`src/rtl/ntt_stage_ctrl.sv`:
```
// ----------------------------------------------------------------------------
// ntt_stage_ctrl
//
// Sequencer for an in-place N-point decimation-in-frequency (Gentleman-Sande)
// NTT. The transform runs on a radix-2 butterfly pipeline. For each of the
// LOGN stages this block does three things:
//   - it issues N/2 butterflies, one per cycle. Each issue drives a read
//     address pair into the coefficient RAM and an address into the twiddle
//     ROM.
//   - it carries each issue through a delay line of depth 1+BFLY_LAT, so the
//     matching write strobe and write address pair leave the line at the same
//     time as the butterfly result.
//   - it drains the pipeline before the next stage starts, so no stage reads
//     a coefficient that is still in flight.
//
// Parameters
//   LOGN      log2 of the transform size N (2..12)
//   BFLY_LAT  cycles from bf_en to bf_valid (>= 1)
//
// Ports
//   clk        clock, all logic on the rising edge
//   reset      asynchronous, active-high; clears every register
//   start      one-cycle request to begin a transform (ignored unless idle)
//   busy       high from the cycle after start through the last write
//   done       one-cycle pulse after the last write of the last stage
//   stage      current stage index 0..LOGN-1
//   rd_en      coefficient RAM read strobe (RAM read latency 1)
//   rd_addr_a  read address of butterfly operand x
//   rd_addr_b  read address of butterfly operand y
//   tw_addr    twiddle ROM address, aligned with rd_en
//   bf_en      butterfly input enable (rd_en delayed one cycle)
//   bf_valid   butterfly output valid, returned by the butterfly
//   wr_en      coefficient RAM write strobe for xout/yout
//   wr_addr_a  write address of xout
//   wr_addr_b  write address of yout
//   err        sticky: bf_valid disagreed with the expected write slot
// ----------------------------------------------------------------------------
module ntt_stage_ctrl #(
    parameter int LOGN     = 8,
    parameter int BFLY_LAT = 4
) (
    input  logic                  clk,
    input  logic                  reset,
    input  logic                  start,
    output logic                  busy,
    output logic                  done,
    output logic [$clog2(LOGN):0] stage,
    output logic                  rd_en,
    output logic [LOGN-1:0]       rd_addr_a,
    output logic [LOGN-1:0]       rd_addr_b,
    output logic [LOGN-2:0]       tw_addr,
    output logic                  bf_en,
    input  logic                  bf_valid,
    output logic                  wr_en,
    output logic [LOGN-1:0]       wr_addr_a,
    output logic [LOGN-1:0]       wr_addr_b,
    output logic                  err
);

    localparam int SW  = $clog2(LOGN) + 1;  // stage counter width
    localparam int AW  = LOGN;              // coefficient address width
    localparam int JW  = LOGN - 1;          // butterfly index / twiddle width
    localparam int DLY = 1 + BFLY_LAT;      // issue-to-write delay line depth

    localparam logic [SW-1:0] LAST_STAGE = SW'(LOGN - 1);
    localparam logic [JW-1:0] LAST_J     = {JW{1'b1}};   // N/2 - 1

    typedef enum logic [1:0] {
        S_IDLE  = 2'd0,
        S_RUN   = 2'd1,
        S_DRAIN = 2'd2,
        S_DONE  = 2'd3
    } state_t;

    state_t          state;
    state_t          state_nxt;
    logic [JW-1:0]   j;
    logic            drain_empty;

    // Next issue selected from the current state (consumed by the address regs)
    logic            iss_go;
    logic [SW-1:0]   iss_stage;
    logic [JW-1:0]   iss_j;

    // Delay line: entry 0 lines up with bf_en, entry DLY-1 with the write slot
    logic            vld_p    [DLY];
    logic [AW-1:0]   addr_a_p [DLY];
    logic [AW-1:0]   addr_b_p [DLY];

    // ------------------------------------------------------------------------
    // Address arithmetic for stage s, butterfly j.
    //   m  = 2^(LOGN-1-s), k = j mod m, g = j / m
    //   a  = g*2m + k   -> j with a zero inserted at bit position LOGN-1-s
    //   b  = a + m      -> the same position set to one
    //   tw = k << s
    // ------------------------------------------------------------------------
    function automatic logic [JW-1:0] low_mask(input logic [SW-1:0] s);
        logic [SW-1:0] sh;
        sh = LAST_STAGE - s;
        return ~({JW{1'b1}} << sh);
    endfunction

    function automatic logic [AW-1:0] span(input logic [SW-1:0] s);
        logic [SW-1:0] sh;
        sh = LAST_STAGE - s;
        return AW'(1) << sh;
    endfunction

    function automatic logic [AW-1:0] addr_x(input logic [SW-1:0] s,
                                             input logic [JW-1:0] jj);
        logic [JW-1:0] msk;
        msk = low_mask(s);
        return {jj & ~msk, 1'b0} | {1'b0, jj & msk};
    endfunction

    function automatic logic [JW-1:0] addr_tw(input logic [SW-1:0] s,
                                              input logic [JW-1:0] jj);
        logic [JW-1:0] msk;
        msk = low_mask(s);
        return (jj & msk) << s;
    endfunction

    // The pipeline is drained when nothing is still ahead of the write slot.
    // The entry sitting in the write slot retires on this edge, so the next
    // stage can issue in the cycle right after the final write.
    always_comb begin
        drain_empty = ~rd_en;
        for (int i = 0; i < DLY - 1; i++) begin
            if (vld_p[i]) begin
                drain_empty = 1'b0;
            end
        end
    end

    // ------------------------------------------------------------------------
    // FSM: state register
    // ------------------------------------------------------------------------
    always_ff @(posedge clk or posedge reset) begin
        if (reset) begin
            state <= S_IDLE;
        end else begin
            state <= state_nxt;
        end
    end

    // FSM: next-state logic
    always_comb begin
        state_nxt = state;
        unique case (state)
            S_IDLE: begin
                if (start) begin
                    state_nxt = S_RUN;
                end
            end
            S_RUN: begin
                if (j == LAST_J) begin
                    state_nxt = S_DRAIN;
                end
            end
            S_DRAIN: begin
                if (drain_empty) begin
                    state_nxt = (stage == LAST_STAGE) ? S_DONE : S_RUN;
                end
            end
            S_DONE: begin
                state_nxt = S_IDLE;
            end
            default: begin
                state_nxt = S_IDLE;
            end
        endcase
    end

    // FSM: outputs
    always_comb begin
        busy = (state == S_RUN) || (state == S_DRAIN);
        done = (state == S_DONE);
    end

    // Issue selection. j only advances while it is below N/2-1, and the stage
    // only advances while it is below LOGN-1, so neither counter can wrap.
    always_comb begin
        iss_go    = 1'b0;
        iss_stage = stage;
        iss_j     = j;
        unique case (state)
            S_IDLE: begin
                if (start) begin
                    iss_go    = 1'b1;
                    iss_stage = '0;
                    iss_j     = '0;
                end
            end
            S_RUN: begin
                if (j != LAST_J) begin
                    iss_go = 1'b1;
                    iss_j  = j + JW'(1);
                end
            end
            S_DRAIN: begin
                if (drain_empty && (stage != LAST_STAGE)) begin
                    iss_go    = 1'b1;
                    iss_stage = stage + SW'(1);
                    iss_j     = '0;
                end
            end
            default: begin
                iss_go = 1'b0;
            end
        endcase
    end

    // ------------------------------------------------------------------------
    // Issue stage: registered read/twiddle addresses. These hold their value
    // whenever no butterfly is issued.
    // ------------------------------------------------------------------------
    always_ff @(posedge clk or posedge reset) begin
        if (reset) begin
            stage     <= '0;
            j         <= '0;
            rd_en     <= 1'b0;
            rd_addr_a <= '0;
            rd_addr_b <= '0;
            tw_addr   <= '0;
        end else begin
            rd_en <= iss_go;
            if (iss_go) begin
                stage     <= iss_stage;
                j         <= iss_j;
                rd_addr_a <= addr_x(iss_stage, iss_j);
                rd_addr_b <= addr_x(iss_stage, iss_j) | span(iss_stage);
                tw_addr   <= addr_tw(iss_stage, iss_j);
            end
        end
    end

    // ------------------------------------------------------------------------
    // Delay line stages 0..DLY-1: the RAM read cycle, then BFLY_LAT butterfly
    // cycles
    // ------------------------------------------------------------------------
    always_ff @(posedge clk or posedge reset) begin
        if (reset) begin
            for (int i = 0; i < DLY; i++) begin
                vld_p[i]    <= 1'b0;
                addr_a_p[i] <= '0;
                addr_b_p[i] <= '0;
            end
        end else begin
            vld_p[0]    <= rd_en;
            addr_a_p[0] <= rd_addr_a;
            addr_b_p[0] <= rd_addr_b;
            for (int i = 1; i < DLY; i++) begin
                vld_p[i]    <= vld_p[i-1];
                addr_a_p[i] <= addr_a_p[i-1];
                addr_b_p[i] <= addr_b_p[i-1];
            end
        end
    end

    assign bf_en     = vld_p[0];
    assign wr_en     = vld_p[DLY-1];
    assign wr_addr_a = addr_a_p[DLY-1];
    assign wr_addr_b = addr_b_p[DLY-1];

    // ------------------------------------------------------------------------
    // Write-slot check: the butterfly must return a result exactly when the
    // delay line expects one
    // ------------------------------------------------------------------------
    always_ff @(posedge clk or posedge reset) begin
        if (reset) begin
            err <= 1'b0;
        end else if (bf_valid != vld_p[DLY-1]) begin
            err <= 1'b1;
        end
    end

endmodule

```
`config.mk`:
```
export PLATFORM = sky130hd
export DESIGN_NAME = ntt_stage_ctrl
export DESIGN_NICKNAME = d
export VERILOG_FILES = /design/src/rtl/ntt_stage_ctrl.sv
export SDC_FILE = /design/constraint.sdc
export NUM_CORES = 1
export LEC_CHECK = 0
export ABC_AREA = 1
export BUFFER_PORTS_ARGS = -buffer_cell sky130_fd_sc_hd__buf_2
export CORE_MARGIN = 2
export CORE_UTILIZATION = 58
export CTS_CLUSTER_DIAMETER = 50
export DETAILED_ROUTE_END_ITERATION = 12
export PLACE_DENSITY = 0.9
export SLEW_MARGIN = 15
export SYNTH_ARGS = -nofsm -noshare
export SYNTH_HDL_FRONTEND = slang
export SYNTH_SLANG_ARGS = --single-unit
export TNS_END_PERCENT = 100
```
`constraint.sdc`:
```
create_clock -name clk -period 4.8 [get_ports clk]
set_input_delay 1.2 -clock clk [delete_from_list [all_inputs] [get_ports clk]]
set_output_delay 1.2 -clock clk [all_outputs]
set_load 0.005 [all_outputs]
```
# After elaboration in Yosys (flattened, before gate mapping)
# Index checks and enable logic that the tools add are counted.
dict set report word_totals {
  word_cells 71
  reg_bits 123
  inputBits 4
}
dict set report op_classes {
  reduce_logical 4
  shifts 3
  n_mux 20
  addsub 3
  n_eq_ne 11
  bitwise_logic 7
}
# operator n
set op_table {}
lappend op_table {{$mux W7} 3}
lappend op_table {{$pmux W7 S3} 1}
lappend op_table {{$and A7 B7 Y7} 2}
lappend op_table {{$not A7 Y7} 2}
lappend op_table {{$mux W2} 4}
lappend op_table {{$mux W4} 2}
lappend op_table {{$or A8 B7 Y8} 1}
lappend op_table {{$or A8 B8 Y8} 1}
lappend op_table {{$pmux W2 S4} 1}
lappend op_table {{$pmux W4 S2} 1}
lappend op_table {{$shl A1 B4 Y8 const A} 1}
lappend op_table {{$add A7 B1 Y7 const B} 1}
lappend op_table {{$eq A7 B7 Y1 const B} 1}
lappend op_table {{$mux W1} 7}
lappend op_table {{$ne A7 B7 Y1 const B} 1}
lappend op_table {{$shl A7 B4 Y7} 1}
lappend op_table {{$shl A7 B4 Y7 const A} 1}
lappend op_table {{$ne A2 B2 Y1 const B} 3}
lappend op_table {{$add A4 B1 Y4 const B} 1}
lappend op_table {{$eq A2 B2 Y1 const B} 2}
lappend op_table {{$eq A4 B3 Y1 const B} 1}
lappend op_table {{$ne A4 B3 Y1 const B} 1}
lappend op_table {{$sub A3 B4 Y4 const A} 1}
lappend op_table {{$pmux W1 S3} 1}
lappend op_table {{7 further kinds} 7}

# Logic depth before layout (Yosys ltp)
dict set report depth {
  word_depth 15
  ltp_mapped 20
}

# Worst setup path after synthesis
# Ideal clock, no wire load.
dict set report synth_timing {
  path_kind {in2reg}
  startpoint {in start}
  endpoint {reg tw_addr[6]}
  setup_slack_ns 2.422
  arrival_time_ns 2.261
  cell_stages 15
  n_path_buf 1
  cell_sequence {nor2_2 nor2_4 nand3_2 nand2_1 nand2_2 buf_6 nand2_1 nand2_1 nand2_2 nand3_2 nand3_1 nand2_1 nand2_1 nand3_1 nand2_1}
}
dict set report synth_via {
  elab_chain_cells 7
  elab_cells_between_ends 11
  cone_classes {1 x add/sub; 2 x shift; 6 x mux; 2 x bitwise}
}
# item line
set synth_rtl {}
lappend synth_rtl {{start: declaration} 44} ;# input logic start,
lappend synth_rtl {{$mux W4} 188} ;# if (start) begin
lappend synth_rtl {{$pmux W4 S2} 186} ;# unique case (state)
lappend synth_rtl {{$sub A3 B4 Y4} 99} ;# sh = LAST_STAGE - s;
lappend synth_rtl {{$shl A7 B4 Y7} 100} ;# return ~({JW{1'b1}} << sh);
lappend synth_rtl {{$not A7 Y7} 100}
lappend synth_rtl {{$and A7 B7 Y7} 120} ;# return (jj & msk) << s;
lappend synth_rtl {{$shl A7 B4 Y7} 120}
lappend synth_rtl {{end signal: assignment} 232} ;# tw_addr <= addr_tw(iss_stage, iss_j);
lappend synth_rtl {{end: declaration} 51} ;# output logic [LOGN-2:0] tw_addr,
# Parallel ways exist; a longest one is shown, timed or not.
# A chain may end at the register's enable or synchronous reset.

# Worst setup path after layout
dict set report layout_timing {
  startpoint {reg state[0]}
  endpoint {out busy}
}
dict set report layout_via {
  elab_chain_cells 2
  elab_cells_between_ends 3
  cone_classes {2 x eq/ne; 1 x reduce/logical}
}
# item line
set layout_rtl {}
lappend layout_rtl {{start: declaration} 75} ;# state_t state;
lappend layout_rtl {{start signal: assignment} 142} ;# state <= state_nxt;
lappend layout_rtl {{$eq A2 B1 Y1 / $eq A2 B2 Y1 (equally long branches)} 176} ;# busy = (state == S_RUN) || (state == S_DRAIN);
lappend layout_rtl {{$logic_or A1 B1 Y1 (*)} 176}
lappend layout_rtl {{end: declaration} 45} ;# output logic busy,
# Every way passes the cells marked *; elsewhere a longest branch is shown, timed or not.

==> flow_summary_export.csv <==
group,metric,value,unit
min_path,hold_path.class,"reg2reg",
global_route,grt.overflow.total,0,
drt,via_count,3306,
clock_tree,cts_buffers,17,
synthesis,syn-num-nets,449,
timing,finClkSkew,0.00718,ns
timing,setup_violations,0,
global_route,track_usage,24.9,%
timing,tightest_slew,0.708,ns
setup_path,start_kind,"register",
clock_tree,clock_latency,0.52,ns
setup_path,critPathMaxFanout,5,
placed_design,dp_hpwl,6140,um
synthesis,ys_ff_latch,123,
setup_path,critPathRequiredTime,3.60,ns
drt,routed_wl,9890,um
synthesis,synthFlopType,"dfrtp_1",
drt,drtIter0Drc,265,
synthesis,synthArstFlopShare,100,%
setup_path,end_kind,"output port",
layout,final_cell_mix,"dfrtp_1, nand2_1, buf_2",
layout,n_fill_cell,561,
layout,drive_gt1_share,26.1,%
job,maxCapViolCount,0,
die,fp.dieH,94.8,um
power,p_clk_share,54.9,%
global_route,first_global_vias,3372,
drt,detail-route-antenna-nets,0,
synthesis,synth_top_area_share,64.4,%
setup_path,r2r_setup_slack,2.21,ns
global_route,grt_start_max_net_pins,61,
global_route,grt_pass1_wl,16500,um
die,core,8090,sq um
setup_path,critPathKind,"reg2out",
clock_tree,clkTransAtPathRegs,0.06,ns
layout,layout.nets,498,
placed_design,placedCellCount,574,
synthesis,netlist_instances,439,
die,die_area,8990,sq um
die,ioPinCount,53,
layout,final_common_cell,"dfrtp_1",
synthesis,synth.area.top_cells,"dfrtp_1, nand2_1, nand3_1",
power,swShare,21.6,%
timing,post-route-period-util,54.3,%
synthesis,syn_avg_cell_area,10.9,sq um
power,p_leak,2.66,nW
clock_tree,cts_tree,"built",
synthesis,yosysWarnings,0,
drt,viasPerCell,5.46,
die,die_w,94.8,um
placed_design,gp_congestion,0.976,
layout,fin_cells,606,
synthesis,ys_types,38,
power,vdd_drop_max,0.216,mV
clock_tree,cts_sinks,123,
synthesis,synth-seq-area-share,64.4,%
clock_tree,cts_buffer_depth,2,
clock_tree,cts_hold_buf,0,
drt,dr.pass1.iters,5,
layout,area_growth,17.5,%
die,std_cell_rows,33,
power,comb_power_share,0.9,%
drt,drc,0,
placed_design,port_buffers,52,
timing,period_needed,2.61,ns
timing,fin_setup_tns,0,ns
synthesis,yosysTopAreaCell,"dfrtp_1",
power,powerDensity,418,nW/um^2
timing,finalHoldViolCount,0,
synthesis,synth_area,4780,sq um
global_route,antenna_found_initial,0,
power,p_int,0.00184,W
die,initial_core_util,59.1,%
clock_tree,htree_levels,4,
power,power.switching,0.000508,W
clock_tree,cts_setup_buffers,0,
timing,slew_violations,0,
clock_tree,cts_resized,0,
clock_tree,root_buffer,"clkbuf_8",
drt,wire_per_inst,16.3,um
setup_path,crit_arrival,1.41,ns
run_status,run_status,"finished clean",
timing,rsz0062_at_grt,"no",
layout,diodes,0,
timing,relSlewSlack,52.8,%
synthesis,synth_edf_count,0,
power,seqPwrFrac,44.1,%
timing,max_freq,384,MHz
path summary, 6_finish.rpt:
kind	cells past startpoint	to	start
worst max-delay path	3	busy	state[0]$_DFFE_PP0P_
worst min register to register	0	addr_a_p[8]$_DFF_PP0_	addr_a_p[16]$_DFF_PP0_
worst max register to register	12	rd_addr_b[5]$_DFFE_PP0P_	j[0]$_DFFE_PP0P_
min in group asynchronous	2	wr_addr_b[3]$_DFF_PP0_	reset
max in group asynchronous	3	rd_addr_b[7]$_DFFE_PP0P_	reset
worst min-delay path	0	addr_a_p[8]$_DFF_PP0_	addr_a_p[16]$_DFF_PP0_
synth_stat cells (3+ instances only):
master and n:
nor2_2 7, buf_2 3, a21oi_1 9, dfrtp_1 123, inv_1 30, nor2_4 4
o21ai_0 20, o21ai_1 7, inv_2 6, a31oi_1 3, buf_4 16, ha_1 6
nand4_1 3, nand2_1 110, nor2_1 12, nand3_2 9, nand2_2 8, nand2_4 4
nand3_1 33, buf_6 3
metrics by stage:
stage / util [%] / power, W / hold slack (ns) / worst slack [ns] / instance area (sq um)
final: 69.4 / 0.00235 / 0.344 / 2.19 / 5620
after global routing: 69.4 / 0.00242 / 0.348 / 2.00 / 5620
after CTS: 69.4 / 0.00236 / 0.343 / 2.16 / 5620
after detailed placement: 62.0 / 0.00108 / 0.335 / 2.04 / 5010
after global placement: 62.0 / 0.00108 / 0.331 / 2.09 / 5010
after floorplan: - / 0.00107 / 0.331 / 0.329 / 4780
sequential cells by signal, indices dropped and copies added, names as in the netlist, 2 cells and up:
name,flops
vld_p,3
addr_b_p,32
tw_addr,7
j,7
stage,4
addr_a_p,32
rd_addr_a,8
state,2
wr_addr_a,8
wr_addr_b,8
rd_addr_b,8
cells by family after synthesis:
logic type	after synthesis	share of synthesized area, %
compound gates	49	6.04
xor+xnor	2	0.366
fa+ha+maj	6	1.57
buf+inv	64	7.09
flops	123	64.4
simple gates	195	20.6
layout make-up:
class | instances | area, sq um | share of cell area, %
Sequential cell | 123 | 3080 | 54.8
Multi-Input combinational cell | 252 | 1370 | 24.3
Clock buffer | 18 | 418 | 7.44
Timing Repair Buffer | 54 | 275 | 4.90
Clock inverter | 14 | 184 | 3.27
Inverter | 40 | 165 | 2.94
Tap cell | 105 | 131 | 2.34
power groups by stage:
| stage | Combinational (W) | Sequential, W | Clock, W |
|---|---|---|---|
| after floorplan | 0.0000150 | 0.00106 | 0 |
| after global placement | 0.0000219 | 0.00106 | 0 |
| after detailed placement | 0.0000229 | 0.00106 | 0 |
| after CTS | 0.0000234 | 0.00104 | 0.00130 |
| after global routing | 0.0000271 | 0.00104 | 0.00135 |
| final | 0.0000220 | 0.00104 | 0.00129 |
worst max-delay path: stages (launching register included):
cell and delay [ns]:
dfrtp_1 0.41, inv_1 0.08, ha_1 0.28, buf_2 0.12
layer usage:
| metal | vias up | share of wire (%) | track usage, % |
|---|---|---|---|
| li1 | 1515 | - | - |
| met3 | 51 | 6.5 | 7.26 |
| met2 | 176 | 53 | 41.2 |
| met5 | - | 0 | 0 |
| met4 | 0 | 3.9 | 13.5 |
| met1 | 1564 | 37 | 29.3 |
No activity file was read; power rests on OpenSTA's default activity.
